`src/rtl/sip_pkg.sv`:
```
// Shared SipHash constants, rotate helper and engine FSM states.
// Imported by the inverse-round engine, its half-round and its bus interface.
package sip_pkg;

  localparam int SIP_W    = 64;
  localparam int ROT_V1_A = 13;
  localparam int ROT_V3_A = 16;
  localparam int ROT_V1_B = 17;
  localparam int ROT_V3_B = 21;
  localparam int ROT_HALF = 32;

  typedef enum logic [1:0] {
    IDLE = 2'd0,
    RUN  = 2'd1,
    DONE = 2'd2
  } state_e;

  function automatic logic [SIP_W-1:0] rotr(
    input logic [SIP_W-1:0] x,
    input int               k
  );
    return (x >> k) | (x << (SIP_W - k));
  endfunction

endpackage

```
`src/rtl/sip_inv_round_engine_if.sv`:
```
// Job/result handshake bundle of the inverse-SipRound engine.
// master: job source + result sink; slave: engine.
interface sip_inv_round_engine_if #(
  parameter int CNT_W = 4
);
  import sip_pkg::*;

  logic             in_valid;
  logic             in_ready;
  logic [CNT_W-1:0] in_rounds;
  logic [SIP_W-1:0] v0_in;
  logic [SIP_W-1:0] v1_in;
  logic [SIP_W-1:0] v2_in;
  logic [SIP_W-1:0] v3_in;
  logic             out_valid;
  logic             out_ready;
  logic [SIP_W-1:0] v0_out;
  logic [SIP_W-1:0] v1_out;
  logic [SIP_W-1:0] v2_out;
  logic [SIP_W-1:0] v3_out;

  modport master (
    output in_valid, in_rounds,
    output v0_in, v1_in, v2_in, v3_in,
    output out_ready,
    input  in_ready, out_valid,
    input  v0_out, v1_out, v2_out, v3_out
  );

  modport slave (
    input  in_valid, in_rounds,
    input  v0_in, v1_in, v2_in, v3_in,
    input  out_ready,
    output in_ready, out_valid,
    output v0_out, v1_out, v2_out, v3_out
  );

endinterface

```
`src/rtl/sip_inv_half_round.sv`:
```
// Combinational inverse of one SipHash half-round on lanes (a,b,c,d).
// Ports: a/b/c/d_in state before, a/b/c/d_out state after the inverse.
// Forward half: a+=b; b=rotl(b,V1); b^=a; a=rotl(a,32);
//               c+=d; d=rotl(d,V3); d^=c.
// Half A maps (a,b,c,d)=(v0,v1,v2,v3); half B maps (v2,v1,v0,v3).
module sip_inv_half_round
  import sip_pkg::*;
#(
  parameter int V1_SHIFT = ROT_V1_A,
  parameter int V3_SHIFT = ROT_V3_A
) (
  input  logic [SIP_W-1:0] a_in,
  input  logic [SIP_W-1:0] b_in,
  input  logic [SIP_W-1:0] c_in,
  input  logic [SIP_W-1:0] d_in,
  output logic [SIP_W-1:0] a_out,
  output logic [SIP_W-1:0] b_out,
  output logic [SIP_W-1:0] c_out,
  output logic [SIP_W-1:0] d_out
);

  logic [SIP_W-1:0] d_x;
  logic [SIP_W-1:0] a_r;
  logic [SIP_W-1:0] b_x;

  // c/d pair
  assign d_x   = d_in ^ c_in;
  assign d_out = rotr(d_x, V3_SHIFT);
  assign c_out = c_in - d_out;

  // a/b pair
  assign a_r   = rotr(a_in, ROT_HALF);
  assign b_x   = b_in ^ a_r;
  assign b_out = rotr(b_x, V1_SHIFT);
  assign a_out = a_r - b_out;

endmodule

```
`src/rtl/sip_inv_round_engine.sv`:
```
// Iterative inverse-SipRound engine: undoes in_rounds SipRounds,
// one inverse half-round (B then A) per clock.
// Ports: clk, rst (sync, active-high), bus (slave): job in / result out.
module sip_inv_round_engine
  import sip_pkg::*;
#(
  parameter int CNT_W      = 4,
  parameter int V1_SHIFT_A = ROT_V1_A,
  parameter int V3_SHIFT_A = ROT_V3_A,
  parameter int V1_SHIFT_B = ROT_V1_B,
  parameter int V3_SHIFT_B = ROT_V3_B
) (
  input  logic                  clk,
  input  logic                  rst,
  sip_inv_round_engine_if.slave bus
);

  localparam logic [CNT_W:0] CNT_ONE = 1;

  state_e           state;
  logic [SIP_W-1:0] v0, v1, v2, v3;
  logic [CNT_W:0]   cnt;
  logic             phase_a;

  logic [SIP_W-1:0] b0, b1, b2, b3;
  logic [SIP_W-1:0] a0, a1, a2, a3;
  logic [SIP_W-1:0] n0, n1, n2, n3;

  sip_inv_half_round #(
    .V1_SHIFT (V1_SHIFT_B),
    .V3_SHIFT (V3_SHIFT_B)
  ) u_half_b (
    .a_in  (v2), .b_in  (v1), .c_in  (v0), .d_in  (v3),
    .a_out (b2), .b_out (b1), .c_out (b0), .d_out (b3)
  );

  sip_inv_half_round #(
    .V1_SHIFT (V1_SHIFT_A),
    .V3_SHIFT (V3_SHIFT_A)
  ) u_half_a (
    .a_in  (v0), .b_in  (v1), .c_in  (v2), .d_in  (v3),
    .a_out (a0), .b_out (a1), .c_out (a2), .d_out (a3)
  );

  // Inverse round = inverse B first, then inverse A.
  assign n0 = phase_a ? a0 : b0;
  assign n1 = phase_a ? a1 : b1;
  assign n2 = phase_a ? a2 : b2;
  assign n3 = phase_a ? a3 : b3;

  always_ff @(posedge clk) begin
    if (rst) begin
      state   <= IDLE;
      v0      <= '0;
      v1      <= '0;
      v2      <= '0;
      v3      <= '0;
      cnt     <= '0;
      phase_a <= 1'b0;
    end else begin
      unique case (1'b1)
        (state == IDLE): begin
          if (bus.in_valid) begin
            v0      <= bus.v0_in;
            v1      <= bus.v1_in;
            v2      <= bus.v2_in;
            v3      <= bus.v3_in;
            cnt     <= {bus.in_rounds, 1'b0};
            phase_a <= 1'b0;
            state   <= (~|bus.in_rounds) ? DONE : RUN;
          end
        end
        (state == RUN): begin
          v0      <= n0;
          v1      <= n1;
          v2      <= n2;
          v3      <= n3;
          phase_a <= ~phase_a;
          cnt     <= cnt - 1'b1;
          if (cnt == CNT_ONE) state <= DONE;
        end
        (state == DONE): begin
          if (bus.out_ready) state <= IDLE;
        end
        default: state <= IDLE;
      endcase
    end
  end

  assign bus.in_ready  = (state == IDLE);
  assign bus.out_valid = (state == DONE);
  assign bus.v0_out    = v0;
  assign bus.v1_out    = v1;
  assign bus.v2_out    = v2;
  assign bus.v3_out    = v3;

endmodule
```
`src/flat_wrapper.sv`:
```
// flat-port wrapper written by rule: the top's interface ports become plain ports
module sip_inv_round_engine_flat import sip_pkg::*;
#(
  parameter int CNT_W      = 4,
  parameter int V1_SHIFT_A = ROT_V1_A,
  parameter int V3_SHIFT_A = ROT_V3_A,
  parameter int V1_SHIFT_B = ROT_V1_B,
  parameter int V3_SHIFT_B = ROT_V3_B
)
  (clk, rst, bus_in_valid, bus_in_rounds, bus_v0_in, bus_v1_in, bus_v2_in, bus_v3_in, bus_out_ready, bus_in_ready, bus_out_valid, bus_v0_out, bus_v1_out, bus_v2_out, bus_v3_out);
  sip_inv_round_engine_if #(.CNT_W(CNT_W)) bus_i ();
  input  logic clk;
  input  logic rst;
  input wire logic [$bits(bus_i.in_valid)-1:0] bus_in_valid;
  input wire logic [$bits(bus_i.in_rounds)-1:0] bus_in_rounds;
  input wire logic [$bits(bus_i.v0_in)-1:0] bus_v0_in;
  input wire logic [$bits(bus_i.v1_in)-1:0] bus_v1_in;
  input wire logic [$bits(bus_i.v2_in)-1:0] bus_v2_in;
  input wire logic [$bits(bus_i.v3_in)-1:0] bus_v3_in;
  input wire logic [$bits(bus_i.out_ready)-1:0] bus_out_ready;
  output wire logic [$bits(bus_i.in_ready)-1:0] bus_in_ready;
  output wire logic [$bits(bus_i.out_valid)-1:0] bus_out_valid;
  output wire logic [$bits(bus_i.v0_out)-1:0] bus_v0_out;
  output wire logic [$bits(bus_i.v1_out)-1:0] bus_v1_out;
  output wire logic [$bits(bus_i.v2_out)-1:0] bus_v2_out;
  output wire logic [$bits(bus_i.v3_out)-1:0] bus_v3_out;
  assign bus_i.in_valid = bus_in_valid;
  assign bus_i.in_rounds = bus_in_rounds;
  assign bus_i.v0_in = bus_v0_in;
  assign bus_i.v1_in = bus_v1_in;
  assign bus_i.v2_in = bus_v2_in;
  assign bus_i.v3_in = bus_v3_in;
  assign bus_i.out_ready = bus_out_ready;
  assign bus_in_ready = bus_i.in_ready;
  assign bus_out_valid = bus_i.out_valid;
  assign bus_v0_out = bus_i.v0_out;
  assign bus_v1_out = bus_i.v1_out;
  assign bus_v2_out = bus_i.v2_out;
  assign bus_v3_out = bus_i.v3_out;
  sip_inv_round_engine #(.CNT_W(CNT_W), .V1_SHIFT_A(V1_SHIFT_A), .V3_SHIFT_A(V3_SHIFT_A), .V1_SHIFT_B(V1_SHIFT_B), .V3_SHIFT_B(V3_SHIFT_B)) u_core (.clk(clk), .rst(rst), .bus(bus_i));
endmodule
```
`config.mk`:
```
export PLATFORM = sky130hd
export DESIGN_NAME = sip_inv_round_engine_flat
export DESIGN_NICKNAME = d
export VERILOG_FILES = /design/src/rtl/sip_pkg.sv /design/src/rtl/sip_inv_round_engine_if.sv /design/src/rtl/sip_inv_half_round.sv /design/src/rtl/sip_inv_round_engine.sv /design/src/flat_wrapper.sv
export SDC_FILE = /design/constraint.sdc
export NUM_CORES = 2
export LEC_CHECK = 0
export CORE_MARGIN = 3
export CORE_UTILIZATION = 30
export CTS_CLUSTER_DIAMETER = 40
export CTS_CLUSTER_SIZE = 16
export DETAILED_ROUTE_END_ITERATION = 10
export GPL_ROUTABILITY_DRIVEN = 0
export GPL_TIMING_DRIVEN = 0
export PLACE_DENSITY = 0.56
export SLEW_MARGIN = 40
export SYNTH_ARGS = -nofsm -noshare
export SYNTH_HDL_FRONTEND = slang
export SYNTH_HIERARCHICAL = 1
export SYNTH_SLANG_ARGS = --single-unit
```
`constraint.sdc`:
```
create_clock -name clk -period 5.7 [get_ports clk]
set_clock_uncertainty 0.1 [all_clocks]
set_input_delay 1.14 -clock clk [delete_from_list [all_inputs] [get_ports clk]]
set_output_delay 1.14 -clock clk [all_outputs]
set_load 0.005 [all_outputs]
```
# Yosys cells after proc, flatten, opt, wreduce, memory -nomap -nowiden
# Index checks and enable logic that the tools add are counted.
[word_totals]
input_bits = 264
output_inout_bits = 258
elab_cells = 55
regBits = 264
[op_classes]
n_reduce_logical = 5
bitwise = 11
muxes = 21
eq_ne = 6
add_sub_neg = 5
[op_table]
columns = ["op", "n"]
rows = [
  ["64-bit two-way mux", 8],
  ["64-bit case mux with 2 select lines", 4],
  ["64-bit subtractor", 4],
  ["64-bit bitwise XOR", 4],
  ["32-bit by 64-bit bitwise OR with 64-bit output", 2],
  ["43-bit by 64-bit bitwise OR with 64-bit output", 1],
  ["47-bit by 64-bit bitwise OR with 64-bit output", 1],
  ["48-bit by 64-bit bitwise OR with 64-bit output", 1],
  ["51-bit by 64-bit bitwise OR with 64-bit output", 1],
  ["5-bit case mux with 2 select lines", 1],
  ["2-bit two-way mux", 4],
  ["2-bit != test, second input constant", 3],
  ["2-bit case mux with 3 select lines", 1],
  ["5-bit by 1-bit equality test with 1-bit output, second input constant", 1],
  ["5-bit two-way mux", 1],
  ["5-bit by 1-bit subtractor with 5-bit output, second input constant", 1],
  ["4-bit OR reduction", 1],
  ["3-bit AND reduction", 1],
  ["2-bit by 1-bit equality test with 1-bit output, second input constant", 1],
  ["2-bit equality test, second input constant", 1],
  ["2-bit logical NOT", 1],
  ["1-bit case mux with 2 select lines", 1],
  ["2-bit AND reduction", 1],
  ["2-bit nonzero test", 1],
  ["other kinds (2)", 2],
]

# Longest topological paths before layout
[depth]
ltp_word = 6
ltp_mapped = 21
depth_no_buf = 20

# Modules after synthesis
# The synthesis kept the hierarchy.
[by_module_without_submodules]
columns = ["mod", "n_inst", "seq_area_each_um2", "area_per_inst_um2", "cells_per_inst"]
rows = [
  ["sip_inv_round_engine", 1, 5285.1, 16056.6, 1505],
  ["sip_inv_half_round (u_core.u_half_b)", 1, 0.0, 10349.9, 1492],
  ["sip_inv_half_round (u_core.u_half_a)", 1, 0.0, 9634.2, 1421],
]

# Least setup slack after synthesis
# OpenSTA, ideal clock, no wires.
[synth_timing]
kind = "register to register"
startpoint = "reg u_core.v0[45], in the netlist u_core/bus.v0_out[45]"
endpoint = "reg u_core.v0[54], in the netlist u_core/bus.v0_out[54]"
stages_incl_launch_ff = 21
setup_time_ps = 132
t_required_ps = 5468
path_slack_ps = 1256
period_less_slack_ps = 4444
t_arrival_ps = 4212
cell_sequence = "dfxtp_1 xor2_1 ha_1 fa_1 inv_1 maj3_1 maj3_2 a21oi_1 maj3_1 o21ai_2 nand3_1 a21boi_1 a21bo_2 a31oi_2 o21ai_1 a31oi_1 o21ai_0 xor2_1 mux2_2 a221oi_1 nor3_1"
[synth_via]
elab_chain_len = 6
[synth_rtl]
columns = ["element", "line", "source"]
rows = [
  ["start: declaration", "sip_inv_round_engine.sv:21", "logic [SIP_W-1:0] v0, v1, v2, v3;"],
  ["start signal: assignment", "sip_inv_round_engine.sv:64", "v0 <= bus.v0_in;"],
  ["start signal: assignment", "sip_inv_round_engine.sv:74", "v0 <= n0;"],
  ["32-bit by 64-bit bitwise OR with 64-bit output", "sip_pkg.sv:22", "return (x >> k) | (x << (SIP_W - k));"],
  ["64-bit bitwise XOR", "sip_inv_half_round.sv:33", "assign b_x = b_in ^ a_r;"],
  ["51-bit by 64-bit bitwise OR with 64-bit output", "sip_pkg.sv:22", ""],
  ["via u_core.a1[0]", "sip_inv_round_engine.sv:26", "logic [SIP_W-1:0] a0, a1, a2, a3;"],
  ["64-bit subtractor", "sip_inv_half_round.sv:35", "assign a_out = a_r - b_out;"],
  ["via u_core.a0[54]", "sip_inv_round_engine.sv:26", ""],
  ["64-bit two-way mux", "sip_inv_round_engine.sv:46", "assign n0 = phase_a ? a0 : b0;"],
  ["64-bit case mux with 2 select lines", "sip_inv_round_engine.sv:61", "unique case (1'b1)"],
]
# The timed path passes the listed nets, and every way through them passes these cells.
# A chain may end at the register's enable or synchronous reset.

# Worst setup path in the final report
[layout_timing]
startpoint = "reg u_core.v2[26], in the netlist u_core/bus.v2_out[26]"
endpoint = "reg u_core.v2[63], in the netlist u_core/bus.v2_out[63]"
[layout_lines]
columns = ["element", "line", "source"]
rows = [
  ["start: declaration", "sip_inv_round_engine.sv:21", ""],
  ["start signal: assignment", "sip_inv_round_engine.sv:66", "v2 <= bus.v2_in;"],
  ["start signal: assignment", "sip_inv_round_engine.sv:76", "v2 <= n2;"],
  ["64-bit bitwise XOR", "sip_inv_half_round.sv:27", "assign d_x = d_in ^ c_in;"],
  ["48-bit by 64-bit bitwise OR with 64-bit output", "sip_pkg.sv:22", ""],
  ["64-bit subtractor *", "sip_inv_half_round.sv:29", "assign c_out = c_in - d_out;"],
  ["via u_core.a2[63]", "sip_inv_round_engine.sv:26", ""],
  ["64-bit two-way mux *", "sip_inv_round_engine.sv:48", "assign n2 = phase_a ? a2 : b2;"],
  ["64-bit case mux with 2 select lines *", "sip_inv_round_engine.sv:61", ""],
]
# Mark *: on every way through the listed nets, which the timed path passes. The rest lies on a longest branch.

==> flow_summary.ini <==
[status]
status = finished, violations left
violations = setup timing

[critical_path]
crit_arrival_ns = 6.21
cp_data_required_time_ns = 6.12
crit_type = flip-flop to flip-flop
worstPathMaxFanout = 11
crit_path_start_kind = flip-flop
end_kind = flip-flop

[die]
coreArea_mm2 = 0.119
start_util_pct = 30.4
die_w_um = 353
io-pin-count = 522
die_area_mm2 = 0.124
dieHeight_um = 353
std_cell_rows = 126

[global_routing]
grt_pass1_wl_um = 293000
antenna_found_initial = 18
grt_overflow = 0
grt_usage_pct = 33.5
grt_pass1_vias = 36300
grt_max_degree = 15

[timing]
finalSetupViolations = 1
worst_pin_slew_ns = 1.08
hold_viol_final = 0
finalSetupTns_ns = -0.0901
layout_setup_ws_ns = -0.0901
period_minus_slack_ns = 5.79
finalCritPeriodShare_pct = 102
rsz0062_at_grt = no
worst_slew_margin_rel_pct = 28.0
slew_viol_final = 0
clock.fmax_mhz = 173

[job]
drv_cap = 0

[synth]
async_flop_share_pct = 0
yosys_warnings = 6
synth-edff-count = 0
synth.avg_cell_area_um2 = 8.16
synth_area_mm2 = 0.0360
yosysMostFrequentCell = nor2_1
syn_nets = 4784
ys_types = 116
synth_top_area_share_pct = 14.7
netlist_top_cells_area = dfxtp_1 (15%), xnor2_1 (9.4%), mux2_4 (9.1%)
yosysSeqAreaShare_pct = 14.7
synthCells = 4418
synth-seq-cells = 264
yosysTopAreaCell = dfxtp_1
yosys-top-cells-count = nor2_1 (485), xnor2_1 (388), o21ai_0 (341)
synth_flop_cell = dfxtp_1

[worst_hold_path]
min_path_type = flip-flop to flip-flop

[detailed_routing]
route.detailed.drc = 0
highest_layer = met5
routed_wl_um = 222000
firstDrtPassIters = 9
detail-route-antenna-nets = 0
met1_length_um = 84100
via_per_inst = 6.11
wl_met2_um = 86300
wl_per_cell_um = 33.5
routed-via-count = 40500
drt_iter0_markers = 7611
dr_wl_met3_um = 32300

[clocking]
post-cts-setup-buffers = 0
clk_pin_slew_ns = 0.06
cts.path.max_buffers = 3
post_cts_resized = 4
htreeDepth = 2
clock-sinks = 264
clockRootBuffer = clkbuf_16
clk_latency_ns = 0.67
numCtsBuffers = 54
cts_tree = yes
cts_hold_buffers = 0

[placement]
dp_hpwl_um = 179000
port_buffers = 520
place_inst = 6538

[power_and_ir_drop]
fin_total_pwr_mw = 24.5
power_leakage_nw = 18.3
power_density_mw_per_mm2 = 541
ir_worst_vdd_v = 0.000282

[cells_and_area]
fill_cells = 12200
num-nets-final = 5356
ff_latch_area_mm2 = 0.00534
layout-drive-gt1-share_pct = 17.6
multiInputGateArea_mm2 = 0.0281
layout.cells.non_filler = 6640
area_growth_pct = 25.7
-- critical path, stage by stage, from the launching register on --
cell	delay, ns
dfxtp_2	0.49
xnor2_1	0.56
ha_1	0.40
a21oi_1	0.25
a21boi_0	0.25
o22ai_1	0.15
o211ai_1	0.18
nand2_1	0.07
a31o_2	0.25
a21bo_2	0.25
a31oi_1	0.36
o211ai_2	0.19
o21ai_1	0.25
or3_1	0.21
o21ai_1	0.07
a21oi_1	0.70
xnor2_1	0.11
mux2_2	0.37
a221oi_1	0.30
nor3_1	0.09
-- per-stage QoR --
stage                     area, um^2  worst slack [ns]  utilization, %  hold WS [ns]
final                          45300           -0.0901            38.2         0.427
after detailed placement       43300            -0.104            36.5         0.413
after global routing           45300           0.00292            38.1         0.467
after global placement         43200            -0.221            36.4         0.407
after floorplan                36000              1.26               -         0.384
after CTS                      45200            0.0152            38.1         0.421
-- cells by family after synthesis --
kind of cell	count (synthesis)	share of synthesized area, %
AOI/OAI and AO/OA	1293	28.0
xor gates and xnor gates	661	18.2
adders and majority gates	240	7.51
buffers and inverters	614	7.53
DFF	264	14.7
muxes	257	10.3
and+or+nand+nor	1089	13.8
-- path summary, 6_finish.rpt --
| kind | to | slack, ns | start | cells past startpoint |
|---|---|---|---|---|
| worst max-delay path | u_core/bus.v2_out[63] | -0.09 | u_core/bus.v2_out[26] | 19 |
| worst min-delay path | u_core/cnt[1] | 0.43 | u_core/cnt[1] | 2 |
| worst max register to register | u_core/bus.v2_out[63] | -0.09 | u_core/bus.v2_out[26] | 19 |
| worst min register to register | u_core/cnt[1] | 0.43 | u_core/cnt[1] | 2 |
-- layout by cell type (no fill, tap or decap), drive strengths merged, types with 11 or more instances in the layout --
cell type and instances:
clkdlybuf4s50 520, nor2 486, xnor2 408, o21ai 371, inv 348, a221oi 268
dfxtp 264, mux2 257, a21oi 232, nand2 213, xor2 212, clkbuf 181
buf 154, maj3 138, ha 98, a31oi 96, nor3 83, nand3 75
a21o 63, and2 49, xnor3 36, o31ai 36, o21bai 30, nor2b 26
and3 25, nand2b 24, a211oi 23, nand4 22, or2 21, o22ai 20
o21a 18, nor4 17, or3 15, o211ai 13, o311ai 12, a21boi 11
-- sequential cells by signal (all words and copies together), names as in the netlist --
signal	flops
u_core/phase_a	1
u_core/bus.v1_out	64
u_core/bus.v2_out	64
u_core/state	2
u_core/bus.v0_out	64
u_core/cnt	5
u_core/bus.v3_out	64
-- layer usage --
layer	GRT usage [%]	vias to the layer above
li1	-	17100
met1	42.1	19300
met2	46.5	3527
met3	12.9	638
met4	23.4	20
met5	0.885	-
-- layout make-up --
class                      instances  share of cell area, %
multi-input combinational       3540                   62.1
antenna                            6                 0.0331
tap                             1600                   4.42
sequential                       264                   11.8
timing repair buffer             520                   11.5
clock buffer                      64                   3.23
buffer                           271                   3.17
inverter                         339                   2.81
clock inverter                    36                  0.992
-- power by group --
group          switching (mW)  total (mW)  internal (mW)
sequential               1.57        3.73           2.16
clock                    1.27        3.43           2.16
combinational            10.6        17.4           6.77
total                    13.4        24.5           11.1
Note: power is estimated with default switching activity, not from simulation.
